`src/rtl/digit_sequencer.sv`:
```
// ---------------------------------------------------------------------------
// digit_sequencer
//
// Takes an 8-bit binary number on a single-cycle load pulse and converts it
// to three BCD digits with a sequential double-dabble, then presents them one
// at a time on a 4-bit digit bus for a downstream 7-segment decoder. The order
// is hundreds, tens, ones. Each digit is held for DWELL cycles and followed by
// GAP blank cycles. 4'hF is the blank code.
//
// Timing: if load is sampled at rising edge N+1, the CONV state occupies the
// eight cycles that follow. The first digit is registered at edge N+9.
//
// Optional feature: define DIGIT_SEQUENCER_LZS_EN to enable leading-zero
// suppression. When it is enabled, a zero hundreds digit is skipped. A zero
// tens digit is also skipped when the hundreds digit is zero. The ones digit
// is always shown. The default build shows all three digits.
// ---------------------------------------------------------------------------
module digit_sequencer #(
  parameter int DWELL = 1000,  // cycles each digit is held (>= 1)
  parameter int GAP   = 250    // blank cycles after each digit (>= 0)
) (
  input  logic       clk,
  input  logic       rst_n,
  input  logic       load,
  input  logic [7:0] value,
  output logic [3:0] digit,
  output logic       dp,
  output logic       busy
);

  // One down-counter serves CONV (8 steps), SHOW (DWELL) and BLANK (GAP).
  localparam int MAX_DG  = (DWELL > GAP) ? DWELL : GAP;
  localparam int CNT_MAX = (MAX_DG > 8) ? MAX_DG : 8;
  localparam int CNT_W   = $clog2(CNT_MAX + 1);

  localparam logic [CNT_W-1:0] CONV_LOAD  = CNT_W'(7);
  localparam logic [CNT_W-1:0] DWELL_LOAD = CNT_W'(DWELL - 1);
  localparam logic [CNT_W-1:0] GAP_LOAD   = CNT_W'((GAP > 0) ? (GAP - 1) : 0);
  localparam logic [3:0]       BLANK_CODE = 4'hF;

  // Digit index: 2 = hundreds, 1 = tens, 0 = ones.
  localparam logic [1:0] IDX_HUN  = 2'd2;
  localparam logic [1:0] IDX_ONES = 2'd0;

  typedef enum logic [1:0] {
    S_IDLE,
    S_CONV,
    S_SHOW,
    S_BLANK
  } state_t;

  state_t           r_state;
  logic [CNT_W-1:0] r_cnt;
  logic [7:0]       r_bin;     // binary shift register, MSB first
  logic [11:0]      r_bcd;     // {hundreds, tens, ones}
  logic [1:0]       r_idx;     // digit currently being shown
  logic [3:0]       r_digit;
  logic             r_dp;
  logic             r_busy;

  logic [11:0]      w_bcd_adj;
  logic [11:0]      w_bcd_next;
  logic [1:0]       w_first_idx;
  logic [1:0]       w_next_idx;

  // Select one BCD nibble by digit index.
  function automatic logic [3:0] pick_nibble(input logic [11:0] bcd,
                                             input logic [1:0]  idx);
    case (idx)
      2'd2:    pick_nibble = bcd[11:8];
      2'd1:    pick_nibble = bcd[7:4];
      default: pick_nibble = bcd[3:0];
    endcase
  endfunction

  // Double-dabble adjust step: add 3 to every nibble that is >= 5.
  // NOTE: every variable driven from always_comb gets a default assignment
  // before any conditional update, so no latch can be inferred.
  always_comb begin
    w_bcd_adj = r_bcd;
    for (int i = 0; i < 3; i++) begin
      if (r_bcd[4*i +: 4] >= 4'd5) begin
        w_bcd_adj[4*i +: 4] = r_bcd[4*i +: 4] + 4'd3;
      end
    end
  end

  // The shift brings in the next binary bit. The top BCD bit falls off and is
  // always zero for an 8-bit input.
  assign w_bcd_next = 12'({w_bcd_adj, r_bin[7]});

  // First digit to show once the conversion finishes.
`ifdef DIGIT_SEQUENCER_LZS_EN
  assign w_first_idx = (w_bcd_next[11:8] != 4'd0) ? 2'd2 :
                       (w_bcd_next[7:4]  != 4'd0) ? 2'd1 : 2'd0;
`else
  assign w_first_idx = IDX_HUN;
`endif

  assign w_next_idx = r_idx - 2'd1;

  // Sequencer FSM. The state, counter, datapath and all outputs are registered here.
  // NOTE: sequential state uses non-blocking assignments only, so every
  // register sees pre-edge values of the others regardless of statement order.
  // NOTE: the BCD and binary shift registers are ordinary flops, not a memory.
  // They are cleared by reset so that an aborted conversion leaves no residue.
  always_ff @(posedge clk or negedge rst_n) begin
    if (!rst_n) begin
      r_state <= S_IDLE;
      r_cnt   <= '0;
      r_bin   <= '0;
      r_bcd   <= '0;
      r_idx   <= IDX_ONES;
      r_digit <= BLANK_CODE;
      r_dp    <= 1'b0;
      r_busy  <= 1'b0;
    end else begin
      case (r_state)
        S_IDLE: begin
          if (load) begin
            r_bin   <= value;
            r_bcd   <= '0;
            r_cnt   <= CONV_LOAD;
            r_busy  <= 1'b1;
            r_state <= S_CONV;
          end
        end

        S_CONV: begin
          r_bcd <= w_bcd_next;
          r_bin <= {r_bin[6:0], 1'b0};
          if (r_cnt == '0) begin
            // The last shift completes here, so the result comes from the
            // combinational next value rather than from r_bcd.
            r_idx   <= w_first_idx;
            r_digit <= pick_nibble(w_bcd_next, w_first_idx);
            r_dp    <= (w_first_idx == IDX_ONES);
            r_cnt   <= DWELL_LOAD;
            r_state <= S_SHOW;
          end else begin
            r_cnt <= r_cnt - 1'b1;
          end
        end

        S_SHOW: begin
          if (r_cnt != '0) begin
            r_cnt <= r_cnt - 1'b1;
          end else if (GAP > 0) begin
            r_digit <= BLANK_CODE;
            r_dp    <= 1'b0;
            r_cnt   <= GAP_LOAD;
            r_state <= S_BLANK;
          end else if (r_idx == IDX_ONES) begin
            r_digit <= BLANK_CODE;
            r_dp    <= 1'b0;
            r_cnt   <= '0;
            r_busy  <= 1'b0;
            r_state <= S_IDLE;
          end else begin
            // With a zero gap, the next digit follows immediately.
            r_idx   <= w_next_idx;
            r_digit <= pick_nibble(r_bcd, w_next_idx);
            r_dp    <= (w_next_idx == IDX_ONES);
            r_cnt   <= DWELL_LOAD;
          end
        end

        S_BLANK: begin
          if (r_cnt != '0) begin
            r_cnt <= r_cnt - 1'b1;
          end else if (r_idx == IDX_ONES) begin
            r_busy  <= 1'b0;
            r_state <= S_IDLE;
          end else begin
            r_idx   <= w_next_idx;
            r_digit <= pick_nibble(r_bcd, w_next_idx);
            r_dp    <= (w_next_idx == IDX_ONES);
            r_cnt   <= DWELL_LOAD;
            r_state <= S_SHOW;
          end
        end

        default: begin
          r_digit <= BLANK_CODE;
          r_dp    <= 1'b0;
          r_busy  <= 1'b0;
          r_state <= S_IDLE;
        end
      endcase
    end
  end

  assign digit = r_digit;
  assign dp    = r_dp;
  assign busy  = r_busy;

endmodule
```
`config.mk`:
```
export PLATFORM = sky130hd
export DESIGN_NAME = digit_sequencer
export DESIGN_NICKNAME = d
export VERILOG_FILES = /design/src/rtl/digit_sequencer.sv
export SDC_FILE = /design/constraint.sdc
export NUM_CORES = 1
export LEC_CHECK = 0
export ABC_AREA = 1
export CAP_MARGIN = 25
export CORE_MARGIN = 3
export CORE_UTILIZATION = 40
export CTS_CLUSTER_SIZE = 8
export DETAILED_ROUTE_END_ITERATION = 8
export PLACE_DENSITY = 0.6
export SYNTH_ARGS = -nofsm -noshare
export SYNTH_HDL_FRONTEND = slang
export SYNTH_SLANG_ARGS = --single-unit
```
`constraint.sdc`:
```
create_clock -name clk -period 2.09 [get_ports clk]
set_clock_uncertainty 0.2 [all_clocks]
set_input_delay 0.3135 -clock clk [delete_from_list [all_inputs] [get_ports clk]]
set_output_delay 0.3135 -clock clk [all_outputs]
set_load 0.005 [all_outputs]
```
# == Yosys cells after proc, flatten, opt, wreduce, memory -nomap -nowiden ==
# Cells that the tools add are included.
# totals
register_bits,40
out_inout_bits,6
# op_classes
addsub,5
n_eq_ne,12
order_cmp,3
n_reduce_logical,15
mux,37
# ops
operator,count
$mux 10,5
$pmux 10 s4,1
$mux 4,6
$pmux 12 s2,1
$pmux 8 s2,1
$mux 2,7
$ge 4x3->1 const B,3
$mux 12,1
$ne 2x2->1 const B,6
$pmux 4 s3,1
$reduce_and 4->1,3
$logic_not 10->1,1
$reduce_bool 10->1,1
$sub 10x1->10 const B,1
$add 4x2->4 const B,2
$mux 8,1
$pmux 2 s4,1
$pmux 4 s2,1
$mux 1,7
$eq 2x2->1 const B,3
$logic_not 2->1,3
$reduce_bool 2->1,3
$reduce_and 5->1,1
$eq 2x1->1 const B,2
other kinds (9),10

# == Logic depth before layout (Yosys ltp) ==
# Gate-level depths: netlist (run 1).
# logic_depth
ltp_word,6
mapped_depth,10
depth_no_buf,9

# == Least setup slack after synthesis (run 1) ==
# OpenSTA, ideal clock, no wires.
# synth_timing
kind,reg2reg
from,register r_cnt[0]
to,register r_cnt[4]
path_slack_ns,0.370
setup_time_ns,0.116
t_required_ns,1.774
path_stages_with_launch,11
t_arrival_ns,1.404
path_cell_list,dfrtp_1 > inv_1 > ha_1 > nand2_1 > nor2_1 > nand3_1 > nand2_2 > buf_6 > nor2_4 > nand2_1 > nand2_1
# synth_via
elab_chain_len,3
# synth_lines
element,line_no,source
start: declaration,53,logic [CNT_W-1:0] r_cnt;
start signal: assignment,141,r_cnt <= r_cnt - 1'b1;
start signal: assignment,147,r_cnt <= r_cnt - 1'b1;
start signal: assignment,170,r_cnt <= r_cnt - 1'b1;
$sub 10x1->10 (tied with other cells),"141, 147, 170",
$mux 10 (tied with other cells),169,if (r_cnt != '0) begin
$pmux 10 s4 or $reduce_and 2->1 (tied branches),--,
# Several ways; a longest one is shown, not always the timed one.
# A chain may end at the register's enable or synchronous reset.

# == Worst setup path after layout (run 1) ==
# layout_timing
from,register r_cnt[0]
to,register r_cnt[1]
# The elaborated chain is that of the path after synthesis.

==> flow_summary.toml, run 1 <==
[status]
outcome = "finished clean"

[logic_synthesis]
synth-compound-area-share_pct = 17.6
yosys-mux-area-fraction_pct = 0
avgSynthCellArea_um2 = 7.70
synth_fa_ha_area_share_pct = 6.03
synth_edf_count = 0
yosysTopAreaCell = "dfrtp_1"
yosys.area_share.xor_xnor_pct = 0.352
syn_inst = 323
yosys_warnings = 0
syn-cell-area_um2 = 2490
syn_nets = 346
synthTopCellsByArea = "dfrtp_1 (36%), nand2_1 (12%), o21ai_0 (7.0%)"
netlist_top_cells_count = "nand2_1 (82), inv_1 (41), dfrtp_1 (36)"
yosys.area_share.simple_pct = 26.3
synth_top_family_by_area = "simple AND/OR/NAND/NOR gates"
yosysMostFrequentCell = "nand2_1"
synth-seq-area-share_pct = 40.4
synth_flop_cell = "dfrtp_1"
synth_top_area_share_pct = 36.2
synthArstFlopShare_pct = 100
ys_ff_latch = 40
synth_cell_types = 34

[finish]
diodes = 0
syn_to_final_growth_pct = 14.5
fin_area_um2 = 2850
nNetsFinal = 370
drive_above_1_share_pct = 14.1

[routing]
drtAntennaViolNets = 0
vias = 2129
first_pass_iters = 5
wl_um = 5460
routedWlPerCell_um = 12.9
drt_iter0_drc = 134
remaining_drc_errors = 0
vias_per_cell = 5.03

[global_routing]
grt_pass1_wl_um = 9580
antenna_found_initial = 0
overflow = 0
grt_use_total_pct = 16.7
grt_pass1_vias = 2028
grt_max_degree = 26

[sta]
worstMarginPinSlew_ns = 0.427
setup-tns-final_ns = 0
hold_viol = 0
setup_viol = 0
period_needed_ns = 1.89
slew_viol_final = 0
max_slew_margin_pct = 71.5
hold_ws_ns = 0.267
post-route-period-util_pct = 90.3
rsz0062_at_grt = "false"
fmax_mhz = 530

[critical_path]
critPathRequiredTime_ns = 2.08
path_cells = "inv_1 -> ha_1 -> nand2_1 -> nor2_2 -> nand3_1 -> nand2_4 -> inv_1 -> o21ai_0 -> nand2_1"
critPathSlowestCell = "dfrtp_1"
cp.arrival_ns = 1.87
crit_path_start_kind = "register"
critPathKind = "reg -> reg"
critical_path.max_fanout = 12
slowest_delay_ns = 0.39
crit_path_end_kind = "register"
crit_family = "simple AND/OR/NAND/NOR gates"
critical_path_buf_inv_count = 2

[die]
pin_count = 17
die_h_um = 84.9
die-width_um = 84.9
rows = 28
initial_core_util_pct = 41.8
fp.coreArea_um2 = 5960
dieArea_um2 = 7200

[power]
p_switching_mw = 2.05
ir_drop_uv = 670
leakage_nw = 1.37
pwr-share-seq_pct = 32.3
swShare_pct = 47.7
combPwrFrac_pct = 54.7
intPower_mw = 2.24
pwr-share-clk_pct = 13.0
power_density_nw_per_um2 = 1510

[placement]
io_buffers = 16
placed_area_um2 = 2740
gp_congestion = 0.874
hpwlAfterDp_um = 4070

[hold_path]
hp-class = "in -> async"

[clock_tree]
numClockSinks = 40
clk_path_buf_depth = 2
cts-root-buf = "clkbuf_8"
cts_tree = "done"
clock_latency_ns = 0.30
cts_buffers = 5
htreeDepth = 2
clkTransAtPathRegs_ns = 0.08

[run]
drv_cap = 0
layer usage:
layer | wire length (um) | GRT usage [%]
met1 | 2770 | 23.8
met2 | 2350 | 25.6
met4 | 83 | 5.18
met5 | 0 | 0
met3 | 255 | 3.20
power groups by stage:
stage	sequential (mW)	clock (mW)	combinational (mW)
after floorplan	1.31	0	1.89
after global placement	1.40	0	2.30
after global routing	1.44	0.602	2.73
after detailed placement	1.40	0	2.34
final	1.39	0.558	2.35
after CTS	1.38	0.575	2.36
placed cells by master, fill, tap and decap left out, drive strengths merged, types with 2 or more instances in the layout:
cell / count
a21oi: 18
a31oi: 2
buf: 5
clkbuf: 6
clkdlybuf4s50: 15
clkinv: 3
dfrtp: 36
dfstp: 4
ha: 12
inv: 48
nand2: 86
nand3: 23
nor2: 31
nor3: 2
o211ai: 3
o21ai: 43
o22ai: 5
repair_timing:
action / 4_1_cts / 5_1_grt
hold buffers: 1 / 0
buffers inserted: 0 / 0
endpoints found under the hold margin: 11 / 0
gates resized for setup: 0 / 2
endpoints found under the setup margin: 0 / 5
layout make-up:
type                            instances  area (um2)
Clock inverter                          2        10.0
Inverter                               49         191
Tap cell                               75        93.8
Fill cell                             633        3110
Clock buffer                            6        82.6
Timing Repair Buffer                   21         208
Multi-Input combinational cell        230        1260
Sequential cell                        40        1010
per-stage QoR:
step | power (mW) | utilization [%] | instances | setup WS (ns)
2_1_floorplan | 3.20 | - | 323 | 0.370
3_3_place_gp | 3.70 | 46.0 | 414 | 0.184
3_5_place_dp | 3.74 | 46.0 | 414 | 0.102
4_1_cts | 4.31 | 47.7 | 423 | 0.0687
5_1_grt | 4.78 | 47.9 | 423 | 0.0225
6_report | 4.29 | 47.9 | 423 | 0.202
final timing paths:
check                               from  endpoint  slack, ns  cells after the start
worst max-delay path            r_cnt[0]  r_cnt[1]       0.20                      9
min in group clk                digit[0]  digit[0]       0.27                      2
worst max register to register  r_cnt[0]  r_cnt[1]       0.20                      9
max in group asynchronous          rst_n  r_bin[1]       0.94                      3
worst min-delay path               rst_n  r_cnt[7]       0.27                      2
worst min register to register  digit[0]  digit[0]       0.27                      2
state kept, by name, summed over array words and instances (netlist names):
name and cells:
digit 4, r_cnt 10, busy 1, r_bin 8, r_bcd 12, r_state 2
r_idx 2, dp 1
cells by family after synthesis:
kind of cell / count (synthesis)
and+or+nand+nor: 144
buffers and inverters: 53
DFF: 40
adders and majority gates: 12
AOI/OAI and AO/OA: 73
xor gates and xnor gates: 1
Note: power is estimated with default switching activity, not from simulation.
==> run 2: changes to the inputs <==
ABC_AREA = default   (was 1)
==> run 2 against run 1 <==
  * The flow now finishes with violations (negative setup slack)
  * Largest power group is now registers
  * Setup slack got worse by 0.44 ns
  * Cell count fell by 3.5%
  * Clock power is 16% higher
  * Die area fell by 0.79%
==> flow_summary.toml, run 2 <==
[status]
outcome = "complete, but fails checks"
violations = "negative setup slack"

[clock_tree]
cts_tree = "done"
htreeDepth = 2
clk_path_buf_depth = 2
cts-root-buf = "clkbuf_8"
clkTransAtPathRegs_ns = 0.09
numClockSinks = 40
cts_buffers = 5
clock_latency_ns = 0.30

[sta]
slew_viol_final = 0
period_needed_ns = 2.33
setup_slack_ns = -0.237
worstMarginPinSlew_ns = 0.760
post-route-period-util_pct = 111
rsz0062_at_grt = "true"
max_slew_margin_pct = 49.2
fmax_mhz = 430
hold_ws_ns = 0.256
hold_viol = 0
setup_viol = 15

[critical_path]
reg2regPathDepth = 7
crit_family = "simple AND/OR/NAND/NOR gates"
cp.depth = 7
path_cells = "inv_2 -> ha_4 -> or4b_4 -> buf_6 -> nor3_4 -> nand3_4 -> mux2_4"
critPathSlowestCell = "or4b_4"
slowest_delay_ns = 0.53
cp.arrival_ns = 2.32
critPathRequiredTime_ns = 2.09
critical_path.max_fanout = 6
crit_path_end_kind = "register"
crit_path_start_kind = "register"
critical_path_buf_inv_count = 2
critPathKind = "reg -> reg"

[placement]
placed_area_um2 = 3070
io_buffers = 16
dpl.cell_count = 390
gp_congestion = 0.832
hpwlAfterDp_um = 4630

[finish]
fin_util_pct = 59.0
nNetsFinal = 358
largest_reg_flops = 12
reg_top3 = "r_bcd: 12 flops, r_cnt: 10 flops, r_bin: 8 flops"
largest-register = "r_bcd"
syn_to_final_growth_pct = 37.4
fin_area_um2 = 3390
fin_cells = 408
final_cell_mix = "buf_4 (57), dfrtp_1 (36), o21ai_0 (20), nand2_1 (18), a21oi_1 (16)"
final_common_cell = "buf_4"
diodes = 0
drive_above_1_share_pct = 31.8

[power]
power_density_nw_per_um2 = 573
ir_drop_uv = 450
total_power_mw = 1.94
leakage_nw = 1.45

[logic_synthesis]
synth_edf_count = 0
netlist_top_cells_count = "dfrtp_1 (36), o21ai_0 (22), nand2_1 (19)"
yosysMostFrequentCell = "dfrtp_1"
syn_inst = 262
synthArstFlopShare_pct = 100
ys_ff_latch = 40
syn_nets = 285
synth_flop_cell = "dfrtp_1"
synthTopCellsByArea = "dfrtp_1 (37%), ha_1 (6.1%), o21ai_0 (4.5%)"
syn-cell-area_um2 = 2470
synth_top_area_share_pct = 36.5
synth_cell_types = 55
avgSynthCellArea_um2 = 9.42
synth-seq-area-share_pct = 40.8
yosysTopAreaCell = "dfrtp_1"
yosys_warnings = 0

[die]
die-width_um = 84.5
initial_core_util_pct = 43.0
pin_count = 17
rows = 27
dieArea_um2 = 7150
fp.coreArea_um2 = 5740
die_h_um = 84.5

[global_routing]
grt_pass1_wl_um = 10900
grt_pass1_vias = 2266
grt_max_degree = 27
grt_use_total_pct = 18.9
overflow = 0
antenna_found_initial = 0

[routing]
vias_per_cell = 5.60
drt_iter0_drc = 98
remaining_drc_errors = 0
vias = 2284
first_pass_iters = 4
drtAntennaViolNets = 0
wl_um = 6610
routedWlPerCell_um = 16.2

[run]
drv_cap = 0

[hold_path]
hp-class = "in -> async"
-- run 2: per-stage QoR --
stage,TNS [ns],setup WS (ns)
global route,-3.54,-0.294
detailed placement,-1.76,-0.248
floorplan,-0.642,-0.189
CTS,-2.34,-0.252
finish,-2.38,-0.237
global placement,-1.28,-0.195
-- run 2: final timing paths --
| path | endpoint | slack (ns) | start |
|---|---|---|---|
| worst max-delay path | dp | -0.24 | r_cnt[1] |
| worst min register to register | busy | 0.29 | busy |
| worst max register to register | dp | -0.24 | r_cnt[1] |
| min in group clk | busy | 0.29 | busy |
| worst min-delay path | dp | 0.26 | rst_n |
| max in group asynchronous | r_cnt[0] | 0.96 | rst_n |
-- run 2: kinds of logic (layout without fill, tap and decap cells) --
logic type,Yosys count,count (layout),share of synthesized area [%]
fa+ha+maj,12,12,6.09
mux,4,4,1.77
flops,40,40,40.8
buf+inv,28,102,4.67
compound gates,98,98,27.9
xor+xnor,4,4,1.42
simple gates,76,76,17.3
-- run 2: per-layer routing --
layer | track usage [%] | vias to the layer above | part of all wire, %
met5 | 0 | - | 0
met1 | 25.7 | 1102 | 47
met3 | 4.12 | 8 | 3.7
li1 | - | 1135 | -
met4 | 5.04 | 0 | 1.2
met2 | 30.4 | 39 | 48
-- run 2: power breakdown --
part | internal [mW] | switching [mW]
combinational | 0.199 | 0.202
sequential | 0.831 | 0.0649
clock | 0.354 | 0.295
-- run 2: repair_timing --
action | in CTS | in global routing
endpoints found under the hold margin | 10 | 0
setup buffers | 6 | 4
setup endpoints to repair | 17 | 20
hold buffers | 1 | 0
gates resized for setup | 14 | 17
pin swaps | 5 | 11
-- run 2: final cells by class --
type	count	area [um2]
Tap cell	72	90.1
Timing Repair Buffer	78	647
Sequential cell	40	1010
Multi-Input combinational cell	194	1480
Clock buffer	5	68.8
Inverter	16	60.1
Clock inverter	3	42.5
Fill cell	511	2350
